`src/rtl/processor_pkg.sv`:
```
// Shared definitions for the parameterised multi-cycle processor:
// opcode encodings and the control state enum.
package processor_pkg;

   localparam logic [2:0] OP_MV   = 3'd0;
   localparam logic [2:0] OP_MVI  = 3'd1;
   localparam logic [2:0] OP_ADD  = 3'd2;
   localparam logic [2:0] OP_SUB  = 3'd3;
   localparam logic [2:0] OP_AND  = 3'd4;
   localparam logic [2:0] OP_OR   = 3'd5;
   localparam logic [2:0] OP_XOR  = 3'd6;
   localparam logic [2:0] OP_MVNZ = 3'd7;

   typedef enum logic [1:0] {
      IDLE = 2'd0,
      T1   = 2'd1,
      T2   = 2'd2,
      T3   = 2'd3
   } state_t;

endpackage

```
`src/rtl/processor_param_alu.sv`:
```
// Combinational ALU: add/sub with carry-out (borrow on sub) and bitwise
// logic ops, all modulo 2^DW.
module alu_n
   import processor_pkg::*;
#(
   parameter int DW = 16
) (
   input  logic [2:0]    op,
   input  logic [DW-1:0] a,
   input  logic [DW-1:0] b,
   output logic [DW-1:0] result,
   output logic          carry
);

   logic [DW:0] sum;
   logic [DW:0] diff;

   // Zero-extended subtraction leaves the borrow in the top bit.
   assign sum  = {1'b0, a} + {1'b0, b};
   assign diff = {1'b0, a} - {1'b0, b};

   always_comb begin
      result = '0;
      carry  = 1'b0;
      case (op)
         OP_ADD: {carry, result} = sum;
         OP_SUB: {carry, result} = diff;
         OP_AND: result = a & b;
         OP_OR:  result = a | b;
         OP_XOR: result = a ^ b;
         default: begin
            result = '0;
            carry  = 1'b0;
         end
      endcase
   end

endmodule

```
`src/rtl/processor_param.sv`:
```
// Multi-cycle bus-based processor: NREG general registers, A/G ALU staging
// registers, one-hot driven internal bus and a four-state control FSM.
module processor_param
   import processor_pkg::*;
#(
   parameter int DW   = 16,
   parameter int NREG = 8
) (
   input  logic          Clock,
   input  logic          Reset,
   input  logic [DW-1:0] DIN,
   input  logic          Run,
   output logic          Done,
   output logic [DW-1:0] BUS,
   output logic          Z,
   output logic          C,
   output logic [1:0]    state
);

   localparam int RW = $clog2(NREG);
   localparam int IW = 3 + 2*RW;

   // Run/Done handshake: Run is sampled only while IDLE, and the rising edge
   // that sees it loads IR from DIN; Done is high for exactly the last cycle
   // of each instruction, the cycle whose closing edge performs the write.
   state_t          cur_state, nxt_state;
   logic [IW-1:0]   ir;
   logic [2:0]      opcode;
   logic [RW-1:0]   rx, ry;
   logic [DW-1:0]   regs [NREG];
   logic [DW-1:0]   a_reg, g_reg;
   logic [DW-1:0]   alu_result;
   logic            alu_carry;
   logic            sel_din, sel_g, a_in, g_in;
   logic [NREG-1:0] sel_r, wr_r;

   assign opcode = ir[IW-1:2*RW];
   assign rx     = ir[2*RW-1:RW];
   assign ry     = ir[RW-1:0];
   assign state  = cur_state;

   always_ff @(posedge Clock or posedge Reset) begin
      if (Reset) cur_state <= IDLE;
      else       cur_state <= nxt_state;
   end

   always_comb begin
      nxt_state = cur_state;
      sel_din   = 1'b0;
      sel_g     = 1'b0;
      sel_r     = '0;
      wr_r      = '0;
      a_in      = 1'b0;
      g_in      = 1'b0;
      Done      = 1'b0;
      case (cur_state)
         IDLE: if (Run) nxt_state = T1;
         T1: begin
            case (opcode)
               OP_MV: begin
                  sel_r[ry] = 1'b1;
                  wr_r[rx]  = 1'b1;
                  Done      = 1'b1;
                  nxt_state = IDLE;
               end
               OP_MVI: begin
                  sel_din   = 1'b1;
                  wr_r[rx]  = 1'b1;
                  Done      = 1'b1;
                  nxt_state = IDLE;
               end
               // Done does not depend on Z; only the write is conditional.
               OP_MVNZ: begin
                  sel_r[ry] = 1'b1;
                  wr_r[rx]  = ~Z;
                  Done      = 1'b1;
                  nxt_state = IDLE;
               end
               default: begin
                  sel_r[rx] = 1'b1;
                  a_in      = 1'b1;
                  nxt_state = T2;
               end
            endcase
         end
         T2: begin
            sel_r[ry] = 1'b1;
            g_in      = 1'b1;
            nxt_state = T3;
         end
         T3: begin
            sel_g     = 1'b1;
            wr_r[rx]  = 1'b1;
            Done      = 1'b1;
            nxt_state = IDLE;
         end
         default: nxt_state = IDLE;
      endcase
   end

   // Sources are one-hot, so OR-ing the selected ones is the mux; none -> 0.
   always_comb begin
      BUS = '0;
      if (sel_din) BUS = BUS | DIN;
      if (sel_g)   BUS = BUS | g_reg;
      for (int i = 0; i < NREG; i++) begin
         if (sel_r[i]) BUS = BUS | regs[i];
      end
   end

   always_ff @(posedge Clock or posedge Reset) begin
      if (Reset)                        ir <= '0;
      else if (cur_state == IDLE && Run) ir <= DIN[IW-1:0];
   end

   always_ff @(posedge Clock or posedge Reset) begin
      if (Reset) begin
         for (int i = 0; i < NREG; i++) regs[i] <= '0;
      end else begin
         for (int i = 0; i < NREG; i++) begin
            if (wr_r[i]) regs[i] <= BUS;
         end
      end
   end

   always_ff @(posedge Clock or posedge Reset) begin
      if (Reset) begin
         a_reg <= '0;
         g_reg <= '0;
         Z     <= 1'b0;
         C     <= 1'b0;
      end else begin
         if (a_in) a_reg <= BUS;
         if (g_in) begin
            g_reg <= alu_result;
            Z     <= (alu_result == '0);
            C     <= alu_carry;
         end
      end
   end

   alu_n #(.DW(DW)) u_alu (
      .op     (opcode),
      .a      (a_reg),
      .b      (BUS),
      .result (alu_result),
      .carry  (alu_carry)
   );

endmodule

```
`config.mk`:
```
export PLATFORM = sky130hd
export DESIGN_NAME = processor_param
export DESIGN_NICKNAME = d
export VERILOG_FILES = /design/src/rtl/processor_pkg.sv /design/src/rtl/processor_param_alu.sv /design/src/rtl/processor_param.sv
export SDC_FILE = /design/constraint.sdc
export NUM_CORES = 1
export LEC_CHECK = 0
export CORE_MARGIN = 5
export CORE_UTILIZATION = 29
export DETAILED_ROUTE_END_ITERATION = 10
export PLACE_DENSITY_LB_ADDON = 0.05
export SYNTH_ARGS = -nofsm -noshare
export SYNTH_HDL_FRONTEND = slang
export SYNTH_SLANG_ARGS = --single-unit
export TNS_END_PERCENT = 20
```
`constraint.sdc`:
```
create_clock -name Clock -period 5.5 [get_ports Clock]
set_input_delay 0.825 -clock Clock [delete_from_list [all_inputs] [get_ports Clock]]
set_output_delay 0.825 -clock Clock [all_outputs]
set_load 0.01 [all_outputs]
```
==> results.md <==
• portion of the post-synthesis area used by sequential elements: 0.440
• share of flip-flops with an asynchronous set or reset after synthesis: 1.00
• family of cells with the greatest summed delay on the critical path: compound AO/OA/AOI/OAI gates
• first-pass iteration count of the detailed router: 6
• row count: 67
• RSZ-0062 raised after global routing: no
• average wire length per cell after detail routing: 22.2 um
• fin util: 0.340
• effective utilization at floorplan: 0.293
• Overall Power: 8.88 mW
• Setup crit start kind: flip-flop
• CTS H-tree lvls: 4
• number of fill cells in the layout: 3511
• Post-Layout Cell Count: 1567
• Synth Cell Area: 9830 sq um
• floorplan die area: 37700 sq um
• total negative slack: 0 ns
• routed vias: 8124
• EDFF count, synth: 0
• Worst Max-Slew Pin Slew: 1.13 ns
• time the final worst path needs with I/O delays and setup: 5.24 ns
• via count normalized by instance count: 5.18
• busiest layer in global routing: met2
• Resized Gates After CTS: 0
• Largest register FFs: 128
• antenna diode count: 0
• Boundary Pins: 40
• number of antenna violations at the first check in global routing: 0
• Mapped Avg Cell Area: 9.10 sq um
• register bit count reported by yosys: 173
• buffer depth of the longest clock path: 2
• placed inst area: 10800 sq um
• final hold violation count: 0
• Root Buffer Master: sky130_fd_sc_hd__clkbuf_16
• final critical-path share of the clock period: 0.952
• Critical Path, Cell by Cell: inv_1, ha_1, o21ai_1, a21bo_2, nor3b_1, o21a_1, a222oi_1, and4_1, ha_1, or2_2, a221oi_1, buf_4, o21ai_1, o211a_1, nor3_1, mux2i_1, nor4b_1, buf_4, a41o_1
• number of global-route vias before repair: 8105
• GRT overflow: 0
• Max Fclk: 191 MHz
• width of the die: 194 um
• Final setup violation count: 0
• met1 global-route usage: 0.267
• cts bufs inserted: 17
• worst setup slack before clock tree synthesis: 0.354 ns
• kind of critical path: reg2reg
• cell type contributing the most total cell area after synthesis: sky130_fd_sc_hd__dfrtp_1
• die height: 194 um
• Max Cap Viol: 0
• Total Routed Length: 34800 um
• count of clock tree sinks: 173
• fraction of final layout cells sized beyond drive strength 1: 0.102
• delay of the slowest cell on the worst path: 0.50 ns
• leakage component of the power: 4.84 nW
• number of max-slew violations in the final report: 0
• kind of path behind the tightest hold check: reg2reg
• number of port buffers: 39
• number of nets in the layout: 1180
• final weighted congestion in routability-driven placement: 0.833
• maximum net fanout on the critical path: 10
• net count after synthesis: 1155
• synth unique cells: 82
• largest cells by area after synthesis: sky130_fd_sc_hd__dfrtp_1 44%, sky130_fd_sc_hd__ha_1 6.7%, sky130_fd_sc_hd__a21oi_1 5.4%, sky130_fd_sc_hd__o21ai_0 5.0%, sky130_fd_sc_hd__nor2_1 4.3%
• Power Density: 778 nW/um^2
• Worst EP required: 5.88 ns
• crit end category: flip-flop
• critical path arrival: 5.62 ns
• instance count after placement with tap cells included: 1535
• gate count of the mapped netlist: 1081
• number of warnings printed during yosys synthesis: 0
• Slew Limit Headroom: 0.246
• post-CTS setup repair buffer count: 0
• DRC Markers: 0
• maximum number of pins on one net before global-route repair: 174
• share of Yosys cell area claimed by the top area cell type: 0.440
• count of antenna-violating nets left after detailed routing: 0
• area growth from synthesis to final layout: 16.0%
• top library cells by usage in the layout, fill and taps aside: 173 x sky130_fd_sc_hd__dfrtp_1, 110 x sky130_fd_sc_hd__nor2_1, 106 x sky130_fd_sc_hd__a21oi_1
• CTS tree: done
• hold buffer count at cts: 0
• clock latency on the worst-skew pair: 0.44 ns
• sum of net half-perimeters after detailed placement: 24600 um
• area of the placeable core: 33500 sq um
• most used flip-flop cell after synthesis: sky130_fd_sc_hd__dfrtp_1
• CP max-delay cell: sky130_fd_sc_hd__o21a_1
• worst slack on hold paths: 0.482 ns
• Global Route Usage Sum: 0.183
• area of all placed cells without fillers: 11400 sq um
• worst vdd ir: 0.000254 V
• worst setup slack after layout: 0.261 ns
• first-pass GRT wire length: 52900 um
• met2 GRT Util: 0.290
• Fin Clk Skew: 0.0130 ns
• most common cell after layout, fill and taps aside: sky130_fd_sc_hd__dfrtp_1
• result of the run: completed
• total buffers and inverters traversed by the critical path: 3
• global routing usage on met3: 0.0245
• DRC violation total after the first TritonRoute iteration: 663
• clock slew at the register clock pins of the worst setup and hold paths: 0.08 ns
## layer usage
metal  wire length (um)  share of wire
met4                417          0.012
met3               1170          0.033
met5                  0              0
met2              16000           0.46
met1              17200           0.50
## power breakdown
part	internal, mW	switching [mW]	leakage [nW]	total [mW]
logic	2.04	3.27	2.55	5.32
clock network	0.714	0.549	0.289	1.26
registers	1.87	0.430	2.00	2.30
## final cells by class
class / instances / area (sq um) / area share
inverter: 53 / 203 / 0.0178
sequential: 173 / 4330 / 0.379
clock inverter: 10 / 130 / 0.0114
clock buffer: 22 / 474 / 0.0416
tap: 448 / 561 / 0.0491
timing repair buffer: 87 / 776 / 0.0680
multi-input combinational: 774 / 4940 / 0.433
## tightest hold or removal path, delay by kind of cell, from the launching register on
kind             cells  cell delay [ns]
AO/OA/AOI/OAI        1             0.06
flip-flops           1             0.35
AND/OR/NAND/NOR      1             0.05
## logic make-up (layout without fill, tap and decap cells)
group,count (synthesis),count (layout),share of synthesized area
DFF,173,173,0.440
buffers and inverters,134,172,0.0590
xor gates and xnor gates,9,9,0.00802
and+or+nand+nor,321,321,0.156
AOI/OAI and AO/OA,367,367,0.242
adders and majority gates,55,55,0.0715
muxes,22,22,0.0239
## cells in the mapped netlist (4+ instances only)
master and n:
sky130_fd_sc_hd__nand2b_1 10, sky130_fd_sc_hd__and3_1 8, sky130_fd_sc_hd__nor3_1 13, sky130_fd_sc_hd__ha_1 53
sky130_fd_sc_hd__buf_2 28, sky130_fd_sc_hd__a21o_1 9, sky130_fd_sc_hd__o21ai_1 8, sky130_fd_sc_hd__o21bai_1 7
sky130_fd_sc_hd__o22ai_1 11, sky130_fd_sc_hd__a221oi_1 6, sky130_fd_sc_hd__and4_1 14, sky130_fd_sc_hd__a31oi_1 5
sky130_fd_sc_hd__o21a_1 8, sky130_fd_sc_hd__nor2b_1 8, sky130_fd_sc_hd__nor2_1 113, sky130_fd_sc_hd__o211ai_1 4
sky130_fd_sc_hd__a22o_1 5, sky130_fd_sc_hd__nand3_1 10, sky130_fd_sc_hd__mux2i_1 10, sky130_fd_sc_hd__dfrtp_1 173
sky130_fd_sc_hd__o21ai_0 99, sky130_fd_sc_hd__a21oi_1 106, sky130_fd_sc_hd__a222oi_1 34, sky130_fd_sc_hd__mux2_2 12
sky130_fd_sc_hd__xnor2_1 6, sky130_fd_sc_hd__buf_4 9, sky130_fd_sc_hd__nor4_1 5, sky130_fd_sc_hd__nand2_1 104
sky130_fd_sc_hd__nor3b_1 13, sky130_fd_sc_hd__clkbuf_1 39, sky130_fd_sc_hd__inv_1 52, sky130_fd_sc_hd__a22oi_1 27
sky130_fd_sc_hd__a211o_1 4
## worst paths after layout
path	startpoint	end	slack, ns	cells after the start
setup / recovery	flip-flop	Z	0.26	19
hold / removal	regs[92]	regs[92]	0.48	2
setup reg to reg	flip-flop	Z	0.26	19
hold reg to reg	regs[92]	regs[92]	0.48	2
max in group asynchronous	Reset	ir[3]	3.65	3
min in group asynchronous	Reset	g_reg[5]	0.91	3
(Power assumes the default switching activity.)
==> patch 1, RTL diff (same settings) <==
Register the input `DIN` before use, without a reset. The logic sees it one clock later. The other inputs are not delayed to match. Comments in the files are not updated.
--- a/src/rtl/processor_param.sv
+++ b/src/rtl/processor_param.sv
@@ -20,4 +20,10 @@
    localparam int RW = $clog2(NREG);
    localparam int IW = 3 + 2*RW;
+
+   logic [DW-1:0] DIN_q;
+
+   always_ff @(posedge Clock) begin
+      DIN_q <= DIN;
+   end
 
    // Run/Done handshake: Run is sampled only while IDLE, and the rising edge
@@ -102,5 +108,5 @@
    always_comb begin
       BUS = '0;
-      if (sel_din) BUS = BUS | DIN;
+      if (sel_din) BUS = BUS | DIN_q;
       if (sel_g)   BUS = BUS | g_reg;
       for (int i = 0; i < NREG; i++) begin
@@ -111,5 +117,5 @@
    always_ff @(posedge Clock or posedge Reset) begin
       if (Reset)                        ir <= '0;
-      else if (cur_state == IDLE && Run) ir <= DIN[IW-1:0];
+      else if (cur_state == IDLE && Run) ir <= DIN_q[IW-1:0];
    end
 
Formal check against the unedited RTL: not equivalent (Yosys sat finds a counterexample within 4 cycles, from zero or initial values and one cycle with Reset high).
==> patch 1 against the unedited design <==
Area after synthesis is 3.0% higher; worst setup slack better by 0.15 ns; critical path depth stayed put; routed wire length is 1.4% higher; sequential share of layout area is 1.6 points higher; total power is 11% lower; final cell count is 2.2% higher; sequential cell count is 16 higher; die area is 2.8% higher; global-route usage is 0.27 points higher; cell area is 3.0% higher; combinational power is 19% lower; largest power group unchanged.
==> patch 1: results (changes against the unedited design) <==
r2r endpoint=g_reg[15]; average wire per cell in the routed design=22.0 um (-0.72%); Worst slew margin=36.9% (+12 points); Commonest cells post-synth=dfrtp_1, nor2_1, nand2_1, a21oi_1, o21ai_1; DRT iter0 DRCs=674 (+1.7%); layout cell share with drive strength beyond 1=11.3% (+1.2 points); slowest CP cell=a2111o_1; RD Place Congestion=0.815 (-2.2%); first-pass GRT wire length=54500 um (+3.0%); Synth Area in XOR/XNOR=0.865% (+0.063 points); Min-Delay Startpoint=regs[87]; async set or reset register ratio after synthesis=91.5% (-8.5 points); Filler cells=3640 (+3.7%); via count normalized by instance count=5.17 (-0.26%); Pleak=4.93 nW (+1.9%); Worst path max stage delay=0.47 ns (-0.03 ns); Total GRT Usage=18.5% (+0.27 points); largest net degree at the start of global routing=79 (-55%); final net count=1211 (+2.6%); dpl cells=1569 (+2.2%); post-synthesis compound-gate area fraction=23.3% (-0.83 points); Max FO, Critical Path=9 (-1); Hold Path Sink=regs[87]; vias in the first global route=8308 (+2.5%); syn_area_per_cell=9.12 sq um (+0.31%); Worst VDD drop=0.260 mV (+2.1%); register area share after synthesis=45.9% (+1.9 points); Worst Skew=0.0102 ns (-0.00284 ns); Post-Route WL=35300 um (+1.4%); top post-synthesis cells by area=dfrtp_1, ha_1, a21oi_1; drt first pass iters=5 (-1); status=finished clean; mux contribution to synthesized area=2.04% (-0.35 points); hpwl dp=25500 um (+3.6%); Worst R2R Setup Slack=0.41 ns (+0.15 ns); Cell variety after synth=68 (-17%); adder-cell share of the synthesized area=7.44% (+0.29 points); WP data arrival=5.41 ns (-0.21 ns)
==> patch 1: final cells by class <==
type,count,share of cell area (%)
multi-input cells,778,41.8
flip-flops and latches,189,39.6
repair buffers,94,7.05
well taps,455,4.85
clock buffers,22,4.04
inverters,53,1.73
clock inverters,10,0.969
==> patch 1: power breakdown <==
part,internal (mW),switching (mW)
registers,1.94,0.398
clock network,0.706,0.556
logic,1.62,2.70
total,4.26,3.65
==> patch 1: metrics by stage <==
stage	power [mW]	instance area (sq um)	util, %	setup slack, ns	hold WS (ns)
CTS	8.00	11800	34.0	0.418	0.490
finish	7.91	11800	34.0	0.412	0.487
global placement	6.73	11200	32.3	0.500	0.468
detailed placement	6.70	11200	32.3	0.467	0.474
floorplan	5.07	10100	-	0.848	0.449
global route	8.57	11800	34.0	0.0845	0.516
==> patch 1: cell families after synthesis <==
kind of cell    count (synthesis)
compound gates                366
simple gates                  324
flops                         189
buf+inv                       143
fa+ha+maj                      59
mux                            19
xor+xnor                       10
==> patch 1: per-layer routing <==
| layer | vias to the layer above | share of wire [%] | global-route usage [%] |
|---|---|---|---|
| met1 | 4041 | 49 | 26.8 |
| met2 | 177 | 47 | 29.5 |
| li1 | 4035 | - | - |
| met4 | 0 | 1.5 | 4.65 |
| met3 | 26 | 3.3 | 2.39 |
| met5 | - | 0 | 0 |
==> patch 1: worst max-delay path by stage <==
stage / from / to / slack (ns)
after CTS: flop / g_reg[15] / 0.42
after floorplan: state[0] / g_reg[15] / 0.85
final: flop / g_reg[15] / 0.41
after detailed placement: flop / g_reg[15] / 0.47
after global placement: flop / g_reg[15] / 0.50
after global routing: flop / g_reg[15] / 0.08
==> patch 2, RTL diff (same flow settings) <==
Without the edit above. `NREG`: 8 -> 4.
--- a/src/rtl/processor_param.sv
+++ b/src/rtl/processor_param.sv
@@ -5,5 +5,5 @@
 #(
    parameter int DW   = 16,
-   parameter int NREG = 8
+   parameter int NREG = 4
 ) (
    input  logic          Clock,
Check against the original RTL: not equivalent (a bounded check fails within 4 cycles, from zero or initial values and one cycle with Reset high).
==> patch 2 against the unedited design <==
Area after synthesis down 28%; cell area down 29%; sequential cell count down 66; final cell count down 27%; worst setup slack better by 0.19 ns; utilization down 0.50 points; routed wire length down 39%; maximum frequency up 3.7%; critical path type unchanged.
Power is not shown: default switching activity piles up to over one toggle a cycle in this logic, so the estimate is an artifact.
==> patch 2: results (changes against the unedited design) <==
status=finished clean; top post-synthesis cells by area=dfrtp_1, ha_1, a21oi_1; Commonest cells post-synth=dfrtp_1, a21oi_1, nor2_1, inv_1, nand2_1; Post-Route WL=21400 um (-39%); Worst path max stage delay=0.47 ns (-0.03 ns); WP data arrival=5.34 ns (-0.28 ns); Register Area=2680 sq um (-38%); Post-DP Area=7760 sq um (-28%); vias=5858 (-28%); Synthesized Nets=882 (-24%); drt first pass iters=8 (+2); final net count=890 (-25%); register area share after synthesis=38.0% (-6.1 points); wl on met1=10900 um (-37%); Max FO, Critical Path=14 (+4); Cell variety after synth=68 (-17%); Least-Margin Pin Slew=1.07 ns (-0.0662 ns); DRT iter0 DRCs=508 (-23%); first-pass GRT wire length=33700 um (-36%); Worst Skew=0.0111 ns (-0.00190 ns); flip-flop count of the largest register after layout=64 (-50%); layout cell share with drive strength beyond 1=9.41% (-0.77 points); Gate Count Post-Synth=805 (-26%); Total GRT Usage=15.2% (-3.0 points); pre-CTS setup slack=0.340 ns (-0.0142 ns)
-- patch 2: final timing paths --
check / from / endpoint / slack [ns] / cells past startpoint
max reg2reg: flop / Z / 0.45 / 18
min reg2reg: regs[56] / regs[56] / 0.49 / 2
max: flop / Z / 0.45 / 18
min in group asynchronous: Reset / regs[43] / 0.99 / 2
min: regs[56] / regs[56] / 0.49 / 2
max in group asynchronous: Reset / regs[26] / 3.38 / 3
-- patch 2: logic make-up after synthesis --
family,Yosys count,synth area share [%]
compound gates,253,23.8
xor+xnor,10,1.24
fa+ha+maj,58,10.5
buf+inv,122,6.92
flops,107,38.0
mux,31,4.68
simple gates,224,14.8
-- patch 2: timing repair --
action | CTS | global route
resized for setup | 0 | 8
endpoints found under the setup margin | 0 | 3
hold buffers | 0 | 0
-- patch 2: cell type report --
type | instances | share of cell area, %
repair buffers | 61 | 6.87
inverters | 58 | 2.72
well taps | 324 | 5.02
clock buffers | 9 | 2.79
multi-input cells | 576 | 48.4
flip-flops and latches | 107 | 33.1
clock inverters | 7 | 1.05
